[config.mk]
export PLATFORM = sky130hd
export DESIGN_NAME = uart_tx_arbiter
export DESIGN_NICKNAME = d
export VERILOG_FILES = /design/src/rtl/uart_tx_arbiter_pkg.sv /design/src/rtl/uart_rr_pick.sv /design/src/rtl/uart_tx_arbiter.sv
export SDC_FILE = /design/constraint.sdc
export NUM_CORES = 1
export LEC_CHECK = 0
export BUFFER_PORTS_ARGS = -buffer_cell sky130_fd_sc_hd__buf_2
export CORE_UTILIZATION = 34
export DETAILED_ROUTE_END_ITERATION = 10
export PLACE_DENSITY_LB_ADDON = 0.12
export SYNTH_ARGS = -nofsm -noshare
export SYNTH_HDL_FRONTEND = slang
export SYNTH_SLANG_ARGS = --single-unit
export TNS_END_PERCENT = 5
[constraint.sdc]
create_clock -name clk50m -period 2.1 [get_ports clk50m]
set_input_delay 0.315 -clock clk50m [delete_from_list [all_inputs] [get_ports clk50m]]
set_output_delay 0.315 -clock clk50m [all_outputs]
set_load 0.02 [all_outputs]
[src/rtl/uart_tx_arbiter_pkg.sv]
// Shared definitions for the UART transmit arbiter: frame length, FSM states, clog2.
package uart_tx_arbiter_pkg;

    localparam int UART_FRAME_BITS = 10;

    typedef enum logic [1:0] {
        IDLE       = 2'd0,
        STROBE     = 2'd1,
        WAIT_FRAME = 2'd2
    } state_t;

    function automatic int clog2(input int v);
        int r;
        r = 0;
        for (int i = 0; i < 31; i++)
            if ((1 << i) < v) r = i + 1;
        return r;
    endfunction

endpackage

[src/rtl/uart_rr_pick.sv]
// Combinational rotating picker: first set req scanning upward from ptr+1, wrapping at NREQ.
module uart_rr_pick
    import uart_tx_arbiter_pkg::*;
#(
    parameter int NREQ = 4,
    parameter int IW   = clog2(NREQ)
) (
    input  logic [NREQ-1:0] req,
    input  logic [IW-1:0]   ptr,
    output logic [IW-1:0]   winner,
    output logic            valid
);

    logic [IW-1:0] j;

    // Walk from the farthest candidate to the nearest so the nearest set one is kept.
    always_comb begin
        winner = '0;
        valid  = 1'b0;
        j      = '0;
        for (int k = NREQ; k >= 1; k--) begin
            j = IW'((int'(ptr) + k) % NREQ);
            if (req[j]) begin
                winner = j;
                valid  = 1'b1;
            end
        end
    end

endmodule

[src/rtl/uart_tx_arbiter.sv]
// Shares one uartTX among NREQ byte requesters and paces strobes to the serial frame.
// Define UART_TX_ARB_FIXED_PRIO_EN for fixed priority (lowest index wins) instead of round-robin.
module uart_tx_arbiter
    import uart_tx_arbiter_pkg::*;
#(
    parameter int NREQ          = 4,
    parameter int CLKS_PER_BIT  = 5208,
    parameter int DATAOK_CYCLES = 16,
    parameter int GAP_BITS      = 1,
    localparam int IW           = clog2(NREQ)
) (
    input  logic              clk50m,
    input  logic              reset,
    input  logic [NREQ-1:0]   req,
    input  logic [8*NREQ-1:0] req_data,
    output logic [NREQ-1:0]   ack,
    output logic [7:0]        txdata,
    output logic              dataok,
    output logic              busy,
    output logic [IW-1:0]     grant_id
);

    localparam int FRAME_CYC = (UART_FRAME_BITS + GAP_BITS) * CLKS_PER_BIT;
    localparam int CW        = clog2(FRAME_CYC + 1);
    localparam logic [CW-1:0] DOK_LAST = CW'(DATAOK_CYCLES - 1);
    localparam logic [CW-1:0] FRM_LAST = CW'(FRAME_CYC - 1);

    state_t        state;
    logic [CW-1:0] cnt;
    logic [IW-1:0] ptr;
    logic [IW-1:0] pick;
    logic          pick_vld;
    logic [7:0]    bytes [NREQ];

    for (genvar i = 0; i < NREQ; i++) begin : g_bytes
        assign bytes[i] = req_data[8*i +: 8];
    end

`ifdef UART_TX_ARB_FIXED_PRIO_EN
    // Starting the scan just past NREQ-1 makes the picker a plain priority encoder.
    assign ptr = IW'(NREQ - 1);
`else
    logic [IW-1:0] rr_ptr;
    assign ptr = rr_ptr;
`endif

    uart_rr_pick #(.NREQ(NREQ), .IW(IW)) u_pick (
        .req    (req),
        .ptr    (ptr),
        .winner (pick),
        .valid  (pick_vld)
    );

    // cnt counts cycles since dataok rose; both phase ends are measured from that point.
    always_ff @(posedge clk50m or posedge reset) begin
        if (reset) begin
            state    <= IDLE;
            cnt      <= '0;
            txdata   <= '0;
            dataok   <= 1'b0;
            ack      <= '0;
            busy     <= 1'b0;
            grant_id <= '0;
`ifndef UART_TX_ARB_FIXED_PRIO_EN
            rr_ptr   <= IW'(NREQ - 1);
`endif
        end else begin
            ack <= '0;
            case (state)
                IDLE: begin
                    if (pick_vld) begin
                        txdata    <= bytes[pick];
                        ack[pick] <= 1'b1;
                        grant_id  <= pick;
`ifndef UART_TX_ARB_FIXED_PRIO_EN
                        rr_ptr    <= pick;
`endif
                        dataok    <= 1'b1;
                        busy      <= 1'b1;
                        cnt       <= '0;
                        state     <= STROBE;
                    end
                end
                STROBE: begin
                    cnt <= cnt + 1'b1;
                    if (cnt == DOK_LAST) begin
                        dataok <= 1'b0;
                        state  <= WAIT_FRAME;
                    end
                end
                WAIT_FRAME: begin
                    cnt <= cnt + 1'b1;
                    if (cnt == FRM_LAST) begin
                        busy  <= 1'b0;
                        state <= IDLE;
                    end
                end
                default: begin
                    dataok <= 1'b0;
                    busy   <= 1'b0;
                    state  <= IDLE;
                end
            endcase
        end
    end

endmodule
==> results by group, run 1 <==
Clock network
  – Number of buffers created by CTS: 5
  – # clock sinks: 36
  – Clock root buffer master: clkbuf_8
  – CTS tree: done
  – H-tree depth: 2
  – Clock buffer depth: 2
  – Post-CTS resize count: 0
  – Postcts setup bufs: 0
  – Clock-pin slew on the worst setup and hold paths: 0.08 ns
  – Hold buffer count at CTS: 0
  – Clock Latency Late Sink: 0.29 ns

Routing
  – DR pass1 iterations: 4
  – Initial DRC Count: 88
  – WL/cell: 14.0 µm
  – Drc violations: 0
  – Routed Antenna Nets: 0
  – Routed wire length: 5010 µm
  – Detailed-route vias per instance: 5.09
  – Routed vias: 1816

Timing
  – Setup TNS: 0 ns
  – Final Max Tran Viols: 0
  – Tmin final: 1.85 ns
  – Tcrit/Tclk final: 0.882
  – Final Hold Vio Count: 0
  – Slew @ Worst Pin: 0.582 ns
  – Worst Hold Margin: 0.124 ns
  – Achievable frequency: 540 MHz
  – Final setup viols: 0
  – RSZ-0062 raised after global routing: false
  – Clk_skew: 0.00948 ns
  – Relative slew slack: 0.609

Yosys
  – Seq/Total Area, Yosys: 0.427
  – Synth Area per Inst: 9.52 µm²
  – Synth warn: 0
  – Post-synth design cell area: 0.00211 mm²
  – Cells after Synth: 222
  – FF+latch count, synth: 36
  – Unique masters post-synth: 43
  – Syn_nets: 264

Floorplan
  – Ports: 54
  – Core area: 0.00596 mm²
  – Starting density of the core: 0.355
  – Die Y: 80.9 µm
  – Chip Width: 80.9 µm
  – Die area: 0.00654 mm²
  – Row Count: 28

Cells and area
  – Most common cell after layout, fill and taps aside: buf_2
  – Non-Filler Instances: 357
  – Fraction of layout cells with a size suffix above 1: 0.323
  – Fill cells: 616
  – Reg area: 903 µm²
  – Multi-input gate area: 0.00113 mm²
  – Area grow syn2layout: 23.0%
  – Layout Nets: 323
  – ANT cells: 0
  – Most frequent cells in the layout: 53 x buf_2, 34 x dfrtp_1, 28 x nand2_1

Global route
  – Number of global-route vias before repair: 1584
  – GRT Util Overall: 0.159
  – Antenna violations before repair: 0
  – GR Overflow Total: 0
  – Largest net degree at the start of global routing: 37
  – Global-route wire length before repair: 7940 µm

Power and ir drop
  – Flop pwr share: 0.333
  – Sw Ratio: 0.420
  – P per Cell Area: 1250 mW/mm²
  – Worst vdd ir: 0.669 mV
  – Power, Total: 3.25 mW
  – Cell Int Power: 1.88 mW
  – Switch Pwr: 1.36 mW
  – Clock share of power: 0.171
  – Combinational share of power: 0.496
  – Leak: 1.18 nW

Setup path
  – Kind of critical path: reg -> reg
  – Crit path arrival time: 2.06 ns
  – Setup crit start kind: register
  – Critical Path Fanout Max: 15
  – Worst path required time: 2.30 ns
  – Worst setup EP type: register

Flow run
  – Max-capacitance violation count: 0

Outcome
  – Status: finished clean

Placed design
  – PortBufs: 53
  – Gpl congestion: 0.783
  – Detailed placer's ending HPWL: 3510 µm
  – Post-Place Cells: 349

Min path
  – Hold Crit Class: in -> async
## kinds of logic (layout without fill, tap and decap cells)
group | Yosys count | count (layout) | synth area share
xor+xnor | 10 | 10 | 0.0414
fa+ha+maj | 4 | 4 | 0.0237
mux | 18 | 18 | 0.0899
simple gates | 103 | 103 | 0.247
buf+inv | 18 | 78 | 0.0420
compound gates | 33 | 33 | 0.128
flops | 36 | 36 | 0.427
## registers in the layout (all words and copies together), names as in the netlist
register	cells
ack	4
busy	1
cnt	16
dataok	1
grant_id	2
ptr	2
state	2
txdata	8
## power groups by stage
stage          Combinational, mW  Clock [mW]  Sequential (mW)
4_1_cts                     1.63       0.582             1.08
2_1_floorplan              0.968           0             1.24
3_5_place_dp                1.63           0             1.09
5_1_grt                     1.79       0.608             1.11
6_report                    1.61       0.554             1.08
3_3_place_gp                1.61           0             1.10
## final timing paths
| path | startpoint | endpoint | slack (ns) | cells after the start |
|---|---|---|---|---|
| max | ptr[0]$_DFFE_PP1P_ | txdata[4]$_DFFE_PP0P_ | 0.25 | 6 |
| min | reset | cnt[1]$_DFFE_PP0P_ | 0.12 | 3 |
| max reg2reg | ptr[0]$_DFFE_PP1P_ | txdata[4]$_DFFE_PP0P_ | 0.25 | 6 |
| min reg2reg | grant_id[1]$_DFFE_PP0P_ | grant_id[1]$_DFFE_PP0P_ | 0.47 | 2 |
| max in group asynchronous | reset | ptr[1]$_DFFE_PP1P_ | 1.61 | 3 |
| min in group clk50m | req_data[18] | txdata[2]$_DFFE_PP0P_ | 0.34 | 3 |
## synthesized netlist by cell type, drive strengths merged
| cell type | n | area share |
|---|---|---|
| o31ai | 3 | 0.026 |
| nand3 | 21 | 0.050 |
| a32o | 1 | 0.0047 |
| a31oi | 5 | 0.015 |
| and3 | 3 | 0.0089 |
| clkbuf | 3 | 0.0053 |
| nor3 | 7 | 0.017 |
| or2 | 1 | 0.0030 |
| xnor2 | 9 | 0.037 |
| o211ai | 8 | 0.028 |
| nand2 | 29 | 0.053 |
| nand2b | 4 | 0.012 |
| buf | 7 | 0.022 |
| o41a | 1 | 0.0053 |
| dfstp | 2 | 0.025 |
| ha | 4 | 0.024 |
| and2b | 1 | 0.0036 |
| a21oi | 6 | 0.020 |
| xor2 | 1 | 0.0041 |
| o21ai | 4 | 0.0095 |
| or3b | 1 | 0.0041 |
| or3 | 1 | 0.0030 |
| a22o | 3 | 0.012 |
| nor4 | 6 | 0.027 |
| and3b | 1 | 0.0041 |
| nand4 | 2 | 0.0059 |
| dfrtp | 34 | 0.40 |
| mux2 | 8 | 0.043 |
| mux2i | 10 | 0.047 |
| o221ai | 1 | 0.0041 |
| o21a | 1 | 0.0036 |
| nor4b | 2 | 0.011 |
| inv | 8 | 0.014 |
| nor2b | 3 | 0.0089 |
| nor2 | 21 | 0.037 |
## critical path, cell delays in order (launching register included)
cell and delay [ns]:
dfstp_2 0.56, and3b_1 0.20, o31ai_4 0.30, buf_4 0.26, nand3_1 0.09, mux2_2 0.27, o211ai_1 0.08
## layer usage
layer	vias up	share of wire	GRT usage	wire length [µm]
li1	903	-	-	-
met1	878	0.48	0.221	2410
met2	29	0.48	0.240	2390
met3	6	0.027	0.0393	136
met4	0	0.015	0.0500	75
met5	-	0	0	0
## per-stage QoR
| step | instance area [µm²] | utilization | worst slack, ns |
|---|---|---|---|
| floorplan | 2110 | - | 0.236 |
| global placement | 2500 | 0.420 | 0.213 |
| detailed placement | 2500 | 0.420 | 0.221 |
| CTS | 2600 | 0.437 | 0.224 |
| global route | 2600 | 0.437 | 0.0520 |
| finish | 2600 | 0.437 | 0.247 |
## area by class of cell
cell class                      count  area share
Multi-Input combinational cell    168       0.434
Sequential cell                    36       0.347
Inverter                            8      0.0115
Clock buffer                        8      0.0385
Tap cell                           75      0.0361
Timing Repair Buffer               62       0.133
Power figures use the tool's default switching activity.
==> inputs of run 2 (changes only) <==
--- a/config.mk
+++ b/config.mk
@@ -6,7 +6,7 @@
 export NUM_CORES = 1
 export LEC_CHECK = 0
 export BUFFER_PORTS_ARGS = -buffer_cell sky130_fd_sc_hd__buf_2
-export CORE_UTILIZATION = 34
+export CORE_UTILIZATION = 29
 export DETAILED_ROUTE_END_ITERATION = 10
 export PLACE_DENSITY_LB_ADDON = 0.12
 export SYNTH_ARGS = -nofsm -noshare
==> constraint.sdc (replaced) <==
create_clock -name clk50m -period 2.3 [get_ports clk50m]
set_input_delay 0.345 -clock clk50m [delete_from_list [all_inputs] [get_ports clk50m]]
set_output_delay 0.345 -clock clk50m [all_outputs]
set_load 0.02 [all_outputs]
==> run 2 against run 1 <==
Against the previous run:
- clock skew fell by 0.0028 ns
- cell count is 5.3% higher
- first-iteration DRC count is 34% higher
- hold slack better by 0.029 ns
- clock-buffer cell count unchanged
- critical path depth is 1 higher
- global-route usage fell by 1.8 points
- register-to-register slack better by 0.18 ns
- flip-flop and latch count did not move
- setup slack better by 0.18 ns
- final area barely moved
- via count is 4.2% lower
- critical endpoint is now cnt[7]$_DFFE_PP0P_
- largest power group unchanged
==> results by group, run 2 (synthesized netlist as in run 1, its figures left out) <==
Power and ir drop
  – Leak: 1.16 nW
  – Power, Total: 2.89 mW
  – Worst vdd ir: 0.414 mV
  – P per Cell Area: 1110 mW/mm²

Setup path
  – CP cell instances: inv_1 > ha_1 > inv_1 > a21oi_4 > or3b_1 > xor2_1 > nor2_1
  – Worst path required time: 2.47 ns
  – Stages on the worst setup path: 7
  – Critical-path top delay cell: a21oi_4
  – Worst setup EP type: register
  – Crit path arrival time: 2.04 ns
  – Max stage delay on crit path: 0.48 ns
  – Worst R2R Setup Slack: 0.43 ns
  – Setup crit start kind: register
  – Reg2reg end: cnt[7]$_DFFE_PP0P_
  – Setup crit end: cnt[7]$_DFFE_PP0P_
  – Critical Path Fanout Max: 17
  – Worst path bufs/invs: 2
  – Worst R2R Start: state[0]$_DFFE_PP0P_
  – Kind of critical path: reg -> reg
  – Cell family contributing the most delay on the critical path: compound AO/OA/AOI/OAI gates
  – FF-to-FF path depth: 7
  – Critical Path Start: state[0]$_DFFE_PP0P_
  – Most common cell on crit path: inv_1

Timing
  – Clk_skew: 0.00663 ns
  – Worst Hold Margin: 0.153 ns
  – Setup TNS: 0 ns
  – Tmin final: 1.87 ns
  – Final setup margin: 0.425 ns
  – Tcrit/Tclk final: 0.815
  – Final Max Tran Viols: 0
  – Relative slew slack: 0.648
  – Final setup viols: 0
  – Slew @ Worst Pin: 0.526 ns
  – Final Hold Vio Count: 0
  – RSZ-0062 raised after global routing: false
  – Achievable frequency: 533 MHz

Clock network
  – Postcts setup bufs: 0
  – # clock sinks: 36
  – CTS tree: done
  – Clock Latency Late Sink: 0.28 ns
  – H-tree depth: 2
  – Clock buffer depth: 2
  – Hold buffer count at CTS: 0
  – Post-CTS resize count: 0
  – Clock root buffer master: clkbuf_8
  – Clock-pin slew on the worst setup and hold paths: 0.07 ns
  – Number of buffers created by CTS: 5

Global route
  – Global-route wire length before repair: 8310 µm
  – Antenna violations before repair: 0
  – Largest net degree at the start of global routing: 37
  – GR Overflow Total: 0
  – GRT Util Overall: 0.141
  – Number of global-route vias before repair: 1683

Floorplan
  – Ports: 54
  – Die area: 0.00764 mm²
  – Chip Width: 87.4 µm
  – Row Count: 30
  – Die Y: 87.4 µm
  – Core area: 0.00691 mm²
  – Starting density of the core: 0.306

Placed design
  – Post-Place Cells: 368
  – Post-DP Area: 0.00250 mm²
  – Detailed placer's ending HPWL: 3490 µm
  – Gpl congestion: 0.708
  – PortBufs: 53
  – Place WS: 0.398 ns

Cells and area
  – Fill cells: 725
  – Top Registers: cnt (16), txdata (8), ack (4)
  – Util after Layout: 0.376
  – Fraction of layout cells with a size suffix above 1: 0.318
  – Area grow syn2layout: 23.0%
  – Most frequent cells in the layout: 53 x buf_2, 34 x dfrtp_1, 28 x nand2_1
  – Most common cell after layout, fill and taps aside: buf_2
  – Max FFs per register: 16
  – Biggest register: cnt
  – ANT cells: 0
  – Layout Nets: 321
  – Final Cell Area: 0.00260 mm²
  – Non-Filler Instances: 376

Routing
  – Detailed-route vias per instance: 4.63
  – Routed vias: 1739
  – WL/cell: 12.8 µm
  – Initial DRC Count: 118
  – Routed Antenna Nets: 0
  – Routed wire length: 4820 µm
  – Drc violations: 0
  – DR pass1 iterations: 4

Outcome
  – Status: finished clean

Flow run
  – Max-capacitance violation count: 0

Min path
  – Hold Crit Class: in -> async
## run 2: how the worst min path moves through the flow
stage | from | end | slack [ns] | depth (start not counted)
final | reset | txdata[4]$_DFFE_PP0P_ | 0.15 | 3
after global routing | reset | txdata[4]$_DFFE_PP0P_ | 0.19 | 3
after CTS | reset | txdata[4]$_DFFE_PP0P_ | 0.17 | 3
after detailed placement | grant_id[1]$_DFFE_PP0P_ | grant_id[1]$_DFFE_PP0P_ | 0.47 | 2
after global placement | grant_id[1]$_DFFE_PP0P_ | grant_id[1]$_DFFE_PP0P_ | 0.46 | 2
after floorplan | ptr[1]$_DFFE_PP1P_ | ptr[1]$_DFFE_PP1P_ | 0.47 | 2
## run 2: cell type report
| class | instances | area, µm² | area share |
|---|---|---|---|
| Tap cell | 96 | 120 | 0.0462 |
| Inverter | 8 | 30.0 | 0.0115 |
| Multi-Input combinational cell | 168 | 1130 | 0.434 |
| Timing Repair Buffer | 60 | 318 | 0.122 |
| Sequential cell | 36 | 903 | 0.347 |
| Clock buffer | 8 | 100 | 0.0385 |
## run 2: report_power, final
part	switching (mW)	internal, mW
sequential	0.139	0.848
clock	0.216	0.273
combinational	0.859	0.557
## run 2: per-layer routing
layer / share of wire / GRT usage
met3: 0.022 / 0.0284
met4: 0.013 / 0.0447
met1: 0.51 / 0.193
met5: 0 / 0
met2: 0.46 / 0.222
## run 2: worst min-delay path, cell delays in order
cell	delay, ns
buf_2	0.09
inv_1	0.04
buf_4	0.40
==> inputs of run 3 (changes only) <==
==> constraint.sdc (replaced) <==
create_clock -name clk50m -period 1.9 [get_ports clk50m]
set_input_delay 0.285 -clock clk50m [delete_from_list [all_inputs] [get_ports clk50m]]
set_output_delay 0.285 -clock clk50m [all_outputs]
set_load 0.02 [all_outputs]
==> run 3 against run 2 <==
Against the previous run:
- flip-flop and latch count stayed put
- largest power group unchanged
- wire length is 2.6% higher
- critical path type unchanged
- first-iteration DRC count is 34% lower
- final area is 3.5% higher
- critical endpoint is now state[1]$_DFFE_PP0P_
- clock power is 17% higher
- setup slack worse by 0.28 ns
==> results by group, run 3 (synthesized netlist as in run 1, its figures left out) <==
Cells and area
  – Most frequent cells in the layout: 53 x buf_2, 34 x dfrtp_1, 28 x nand2_1
  – Non-Filler Instances: 384
  – Area grow syn2layout: 27.2%
  – Most common cell after layout, fill and taps aside: buf_2
  – Layout Nets: 329
  – Max FFs per register: 16
  – Fraction of layout cells with a size suffix above 1: 0.340
  – Util after Layout: 0.389
  – Top Registers: cnt (16), txdata (8), ack (4)
  – Fill cells: 734
  – Biggest register: cnt
  – ANT cells: 0

Timing
  – Tmin final: 1.76 ns
  – Final setup margin: 0.144 ns
  – Slew @ Worst Pin: 0.477 ns
  – Tcrit/Tclk final: 0.924
  – Final Max Tran Viols: 0
  – RSZ-0062 raised after global routing: false
  – Final setup viols: 0
  – Achievable frequency: 569 MHz
  – Final Hold Vio Count: 0
  – Setup TNS: 0 ns
  – Relative slew slack: 0.682
  – Clk_skew: 0.00591 ns

Global route
  – Number of global-route vias before repair: 1709
  – Global-route wire length before repair: 8450 µm
  – Antenna violations before repair: 0
  – GRT Util Overall: 0.141
  – Largest net degree at the start of global routing: 37
  – GR Overflow Total: 0

Power and ir drop
  – P per Cell Area: 1350 mW/mm²
  – Combinational share of power: 0.513
  – Leak: 1.21 nW
  – Switch Pwr: 1.51 mW
  – Clock share of power: 0.157
  – Worst vdd ir: 0.436 mV
  – Sw Ratio: 0.417
  – Flop pwr share: 0.330
  – Cell Int Power: 2.12 mW

Clock network
  – H-tree depth: 2
  – Clock Latency Late Sink: 0.28 ns
  – Number of buffers created by CTS: 5
  – # clock sinks: 36
  – Clock-pin slew on the worst setup and hold paths: 0.08 ns
  – Clock buffer depth: 2
  – Clock root buffer master: clkbuf_8
  – CTS tree: done

Routing
  – Drc violations: 0
  – Initial DRC Count: 78
  – Detailed-route vias per instance: 4.61
  – Routed vias: 1770
  – DR pass1 iterations: 4
  – WL/cell: 12.9 µm
  – Routed Antenna Nets: 0
  – Routed wire length: 4950 µm

Placed design
  – Post-Place Cells: 376
  – Gpl congestion: 0.733
  – Place WS: 0.101 ns
  – Detailed placer's ending HPWL: 3550 µm
  – PortBufs: 53

Flow run
  – Max-capacitance violation count: 0

Setup path
  – Setup crit start kind: register
  – CP cell instances: nand2_2 > or3_1 > o31ai_4 > and2b_1 > a21oi_1
  – Kind of critical path: reg -> reg
  – Worst path required time: 2.06 ns
  – Worst setup EP type: register
  – Critical-path top delay cell: or3_1
  – Critical Path Fanout Max: 6
  – Max stage delay on crit path: 0.51 ns
  – Crit path arrival time: 1.91 ns
  – FF-to-FF path depth: 5

Floorplan
  – Ports: 54
  – Die Y: 87.4 µm
  – Row Count: 30
  – Core area: 0.00691 mm²
  – Chip Width: 87.4 µm
  – Starting density of the core: 0.306
  – Die area: 0.00764 mm²

Min path
  – Hold Crit Class: in -> async

Outcome
  – Status: finished clean
-- run 3: cell count changes in the layout (fill, tap and decap cells not counted), sizes merged --
| cell | previous run | this run |
|---|---|---|
| clkbuf | 8 | 6 |
| buf | 60 | 68 |
| clkinv | 0 | 2 |
-- run 3: area by class of cell --
class                      count  area (µm²)  share of cell area
clock inverter                 2        10.0             0.00372
timing repair buffer          68         415               0.154
sequential                    36         903               0.336
clock buffer                   6        82.6              0.0307
inverter                       8        30.0              0.0112
tap                           96         120              0.0447
multi-input combinational    168        1130               0.420
-- run 3: timing repair --
action,in CTS,in global routing
setup endpoints to repair,0,1
gates resized for setup,0,1
setup buffers,0,0
hold buffers,0,0
-- run 3: layer usage --
layer / wire (µm) / share of wire / GRT usage
met1: 2510 / 0.51 / 0.203
met2: 2280 / 0.46 / 0.214
met3: 123 / 0.025 / 0.0237
met4: 41 / 0.0083 / 0.0447
met5: 0 / 0 / 0
-- run 3: critical path, delay by kind of cell (launching register included) --
family | cells | cell delay, ns
flip-flops | 1 | 0.39
AND/OR/NAND/NOR | 3 | 0.79
AO/OA/AOI/OAI | 2 | 0.45
-- run 3: power by group through the flow --
stage | sequential (mW) | clock, mW | combinational [mW]
after global routing | 1.23 | 0.622 | 2.08
after CTS | 1.20 | 0.596 | 1.89
final | 1.20 | 0.570 | 1.86
after floorplan | 1.37 | 0 | 1.07
after global placement | 1.21 | 0 | 1.88
after detailed placement | 1.21 | 0 | 1.89
-- run 3: path summary, 6_finish.rpt --
path                                            to  slack (ns)               startpoint
setup / recovery              state[1]$_DFFE_PP0P_        0.14       cnt[7]$_DFFE_PP0P_
hold / removal               txdata[4]$_DFFE_PP0P_        0.09                    reset
setup reg to reg              state[1]$_DFFE_PP0P_        0.14       cnt[7]$_DFFE_PP0P_
hold reg to reg            grant_id[1]$_DFFE_PP0P_        0.47  grant_id[1]$_DFFE_PP0P_
max in group asynchronous       ptr[1]$_DFFE_PP1P_        1.45                    reset
min in group clk50m          txdata[5]$_DFFE_PP0P_        0.31             req_data[21]
-- run 3: metrics by stage --
step                      power (mW)  area [µm²]  hold WS [ns]
after floorplan                 2.44        2110         0.451
after global placement          3.09        2600         0.430
after detailed placement        3.10        2600         0.431
after CTS                       3.68        2690         0.115
after global routing            3.93        2690         0.136
final                           3.63        2690        0.0850
